[src/rtl/dot_product_n.sv]
// Fixed-point dot product of an activation vector against constant weights,
// computed over L parallel multiply lanes with a final lane reduction.
module dot_product_n #(
  parameter int W    = 16,
  parameter int N    = 8,
  parameter int L    = 2,
  parameter int FRAC = 8,
  // N words of W bits, b[0] in the least-significant word
  parameter logic [N*W-1:0] B_VALUES = '0,
  localparam int ACC_W = 2*W + $clog2(N)
) (
  input  logic                    clk,
  input  logic                    rst,
  input  logic [N-1:0][W-1:0]     a,
  input  logic                    in_v,
  output logic                    in_ready,
  output logic signed [ACC_W-1:0] out_full,
  output logic [W-1:0]            out,
  output logic                    out_v,
  input  logic                    out_ready
);

  if (L < 1 || L > N) begin : g_bad_l
    $error("dot_product_n: L must be in 1..N");
  end
  if (N % L != 0) begin : g_bad_n
    $error("dot_product_n: N must be a multiple of L");
  end

  localparam int STEPS  = N / L;
  localparam int STEP_W = (STEPS > 1) ? $clog2(STEPS) : 1;
  localparam logic [STEP_W-1:0] LAST_STEP = STEP_W'(STEPS - 1);
  localparam logic signed [ACC_W-1:0] SAT_MAX = {{(ACC_W-W+1){1'b0}}, {(W-1){1'b1}}};
  localparam logic signed [ACC_W-1:0] SAT_MIN = ~SAT_MAX;

  typedef enum logic [2:0] {IDLE, MULT, FINAL_ADD, REDUCE, DONE} state_t;

  state_t state, state_next;

  logic [N-1:0][W-1:0]     a_reg;
  logic [N-1:0][W-1:0]     b_reg;
  logic [STEP_W-1:0]       step;
  logic signed [2*W-1:0]   prod [L];
  logic signed [ACC_W-1:0] acc  [L];
  logic signed [ACC_W-1:0] lane_sum;
  logic signed [ACC_W-1:0] shifted;
  logic [W-1:0]            sat_out;

  always_ff @(posedge clk or posedge rst) begin
    if (rst) state <= IDLE;
    else     state <= state_next;
  end

  always_comb begin
    state_next = state;
    in_ready   = 1'b0;
    case (state)
      IDLE: begin
        in_ready = 1'b1;
        if (in_v) state_next = MULT;
      end
      MULT:      if (step == LAST_STEP) state_next = FINAL_ADD;
      FINAL_ADD: state_next = REDUCE;
      REDUCE:    state_next = DONE;
      DONE:      if (out_ready) state_next = IDLE;
      default:   state_next = IDLE;
    endcase
  end

  // Lane reduction and narrowing: floor shift, then clamp to the W-bit range.
  always_comb begin
    lane_sum = '0;
    for (int j = 0; j < L; j++) lane_sum = lane_sum + acc[j];
    shifted = lane_sum >>> FRAC;
    if (shifted > SAT_MAX)      sat_out = {1'b0, {(W-1){1'b1}}};
    else if (shifted < SAT_MIN) sat_out = {1'b1, {(W-1){1'b0}}};
    else                        sat_out = shifted[W-1:0];
  end

  // Operands shift down by L words each step so lane j always reads word j.
  always_ff @(posedge clk or posedge rst) begin
    if (rst) begin
      a_reg    <= '0;
      b_reg    <= '0;
      step     <= '0;
      out_full <= '0;
      out      <= '0;
      out_v    <= 1'b0;
      for (int j = 0; j < L; j++) begin
        prod[j] <= '0;
        acc[j]  <= '0;
      end
    end else begin
      case (state)
        IDLE: begin
          if (in_v) begin
            a_reg <= a;
            b_reg <= B_VALUES;
            step  <= '0;
            for (int j = 0; j < L; j++) begin
              prod[j] <= '0;
              acc[j]  <= '0;
            end
          end
        end
        MULT: begin
          for (int j = 0; j < L; j++) begin
            prod[j] <= (2*W)'($signed(a_reg[j])) * (2*W)'($signed(b_reg[j]));
            acc[j]  <= acc[j] + ACC_W'(prod[j]);
          end
          for (int i = 0; i < N - L; i++) begin
            a_reg[i] <= a_reg[i+L];
            b_reg[i] <= b_reg[i+L];
          end
          step <= step + STEP_W'(1);
        end
        FINAL_ADD: begin
          for (int j = 0; j < L; j++) acc[j] <= acc[j] + ACC_W'(prod[j]);
        end
        REDUCE: begin
          out_full <= lane_sum;
          out      <= sat_out;
          out_v    <= 1'b1;
        end
        DONE: begin
          if (out_ready) out_v <= 1'b0;
        end
        default: ;
      endcase
    end
  end

endmodule

[config.mk]
export PLATFORM = sky130hd
export DESIGN_NAME = dot_product_n
export DESIGN_NICKNAME = d
export VERILOG_FILES = /design/src/rtl/dot_product_n.sv
export SDC_FILE = /design/constraint.sdc
export NUM_CORES = 1
export LEC_CHECK = 0
export BUFFER_PORTS_ARGS = -buffer_cell sky130_fd_sc_hd__clkbuf_2
export CORE_AREA = 2 2 71 73
export CTS_CLUSTER_SIZE = 20
export DETAILED_ROUTE_END_ITERATION = 7
export DIE_AREA = 0 0 73 75
export PLACE_DENSITY = 0.64
export SLEW_MARGIN = 15
export SYNTH_ARGS = -nofsm -noshare
export SYNTH_HDL_FRONTEND = slang
export SYNTH_SLANG_ARGS = --single-unit
[constraint.sdc]
create_clock -name clk -period 1.5 [get_ports clk]
set_input_delay 0.15 -clock clk [delete_from_list [all_inputs] [get_ports clk]]
set_output_delay 0.15 -clock clk [all_outputs]
set_load 0.01 [all_outputs]
==> summary.txt <==
Timing
  – Total Negative Setup Slacks: 0 ns
  – Final worst slack: 0.147 ns
  – Achievable frequency: between 700 and 800 MHz
  – Unrepaired setup endpoints after global routing: false
  – Final hold violations: 0
  – Max-slew violation count: 0
  – Number of setup violations in the final report: 0
  – Maximum clock skew at final layout: 0.000471 ns
  – Portion of the clock cycle consumed by the worst path in the final layout: between 90% and 100%
  – Min cycle time layout: 1.35 ns

Cells and area
  – Number of nets in the layout: 223
  – Final standard cell area without fillers: 644 um^2
  – Area grow syn2layout: -9.33%
  – N_diodes: 0
  – Fraction of final layout cells with drive strength greater than 1: 15.9%

Run
  – Max-capacitance violation count: 0

Synth
  – Cell type with the largest total area after synthesis: buf_4
  – Sequential fraction of the synthesis area: 21.1%
  – Prevailing post-synth register cell: dfrtp_1
  – Number of register bits inferred by synthesis: 6
  – Synth unique cells: 21
  – Share of the synthesized area in the top cell type: 53.9%
  – Post-synthesis cell count: slightly above 80
  – Biggest area contributors in the synthesized netlist: buf_4 54%, dfrtp_1 21%, nor4b_2 4.2%
  – Post-Synthesis Cell Area: between 700 and 800 um^2
  – Post-synth EDFFs: 0
  – Post-synthesis average cell area: approximately 9 um^2
  – Total of warnings raised by yosys: 0
  – Share of flip-flops with an asynchronous set or reset: 100%

Floorplan
  – Overall die area: between 0.005 and 0.006 mm^2
  – Starting density of the core: 15.2%
  – Floorplan row count: 25
  – Die width: 73 um
  – Placeable core area: ~0.0047 mm^2
  – Die height: around 75 um
  – I/O pin cnt: 185

Setup path
  – Crit path DAT: about 1.2 ns
  – Crit-path max cell delay: 0.48 ns
  – Startpoint-to-endpoint class of the critical path: flop to output pin
  – Worst endpoint required time: 1.35 ns
  – Largest fanout of any net on the critical path: 10
  – Endpoint type of the worst setup path: output pin
  – Critical path launch point type: flop
  – Worst-path cell with the longest stage delay: dfrtp_1
  – Worst path bufs/invs: 1
  – Cell-by-cell listing of the critical path: nor3_1 -> clkbuf_2
  – Cell family contributing the most delay on the critical path: flip-flops

Clock tree
  – Num CTS Buffers: 3
  – Clock tree root driver cell: clkbuf_8
  – Max Root-Sink Buffers: 2
  – Clock transition at the registers of the reported paths: 0.04 ns
  – CTS tree: yes
  – Total number of clock tree sinks: 6
  – H-Tree Level Count: 1
  – Latest clock arrival within the worst-skew pair: 0.22 ns

Detailed routing
  – Starting DRC count in detailed routing: 5
  – Vias: 381
  – Total length of routed wires: 907 um
  – DRC violations left: 0
  – Average detailed-routed wire length per instance: 6.39 um
  – Detail-routed via count per cell: 2.68
  – Residual antenna-violating net count after detailed routing: 0
  – Drt first pass iters: 2

Placed design
  – Area post-placement: 593 um^2
  – Worst Setup Slack post-DPL: 0.361 ns
  – Estimated wirelength of the detail-placed design: ~730 um
  – Count of port buffers added during placement: 5
  – Routability cong.: 0.750

Power and ir drop
  – LEAKAGE: 0.355 nW
  – Power density over the cells: 1570 mW/mm^2
  – Peak VDD IR: 0.000568 V
  – Post-layout total power: 0.00101 W

Hold path
  – Path type of the worst min-delay path: input pin to flop

Global route
  – Number of antenna violations at the first check in global routing: 0
  – Number of global-route vias before repair: 265
  – Pin count of the biggest net entering global routing: 11
  – Global-route wire length before repair: about 1200 um
  – Overall overflow remaining after global route: 0
  – Global-route usage over all layers: 3.05%

Run status
  – Result of the run: complete, no violations
## registers in the layout, summed over array words and instances, names as in the netlist
register  count
step          2
state         3
out_v         1
## cell usage in the layout (no fill, tap or decap), types with 2 or more instances in the layout
| master | netlist | final |
|---|---|---|
| nand2_1 | 2 | 2 |
| a21o_1 | 2 | 2 |
| conb_1 | 1 | 51 |
| clkbuf_8 | 0 | 3 |
| dfrtp_1 | 6 | 6 |
| nor4b_2 | 2 | 2 |
| clkbuf_2 | 0 | 5 |
| o21ai_1 | 2 | 2 |
## final timing paths
| check | end | depth (start not counted) | start | slack, ns |
|---|---|---|---|---|
| worst max-delay path | in_ready | 2 | state[1]$_DFFE_PP0P_ | 0.15 |
| worst min-delay path | state[0]$_DFFE_PP0P_ | 3 | in_v | 0.22 |
| worst max register to register | step[1]$_DFFE_PP0P_ | 3 | state[1]$_DFFE_PP0P_ | 0.43 |
| worst min register to register | step[1]$_DFFE_PP0P_ | 1 | step[1]$_DFFE_PP0P_ | 0.50 |
| max in group asynchronous | state[1]$_DFFE_PP0P_ | 3 | rst | 0.92 |
| min in group asynchronous | step[0]$_DFFE_PP0P_ | 3 | rst | 0.38 |
## repair_timing
action                    CTS  global route
hold buffers                1             0
hold endpoints to repair    6             0
resized for setup           0             0
buffers inserted            0             0
## cell usage after synthesis, types with 2 or more instances
cell and number:
dfrtp_1 6, nand2_1 2, o21ai_1 2, nor4b_2 2, buf_4 51, buf_6 2
a21o_1 2
## through the flow
stage	hold WS [ns]	util, %	instances
after detailed placement	0.0693	12.7	138
after floorplan	-0.0590	-	131
after global placement	0.0607	12.7	138
final	0.219	13.8	142
after CTS	0.223	13.8	142
after global routing	0.247	13.8	142
## power by group
group | internal, W | total [W] | switching (W)
clock | 0.000172 | 0.000239 | 0.0000666
combinational | 0.000208 | 0.000433 | 0.000225
sequential | 0.000238 | 0.000341 | 0.000103
## worst min-delay path, cell delays in order
cell and delay (ns):
clkbuf_2 0.10, o31ai_1 0.06, nor2_1 0.08
## final cells by class
| cell class | instances | area [um^2] |
|---|---|---|
| Inverter | 1 | 3.75 |
| Multi-Input combinational cell | 71 | 339 |
| Tap cell | 54 | 67.6 |
| Fill cell | 522 | 4020 |
| Clock buffer | 3 | 41.3 |
| Sequential cell | 6 | 150 |
| Timing Repair Buffer | 7 | 42.5 |
## routing by layer
layer  vias up  global-route usage (%)  share of wire, %
met1       169                    3.87                38
met5         -                       0                 0
met2        39                    3.90                44
met4         0                    2.47                 0
met3         0                    1.34                18
li1        173                       -                 -
## cells by family (layout without fill, tap and decap cells)
group                    after synthesis  count (layout)  share of synthesized area, %
adder cells (fa/ha/maj)                1               1                          1.76
buffers and inverters                 54              11                          57.6
flip-flops                             6               6                          21.1
AO/OA/AOI/OAI                          9               9                          8.80
other                                  1              51                         0.528
AND/OR/NAND/NOR                       10              10                          10.2
Power figures use the tool's default switching activity.
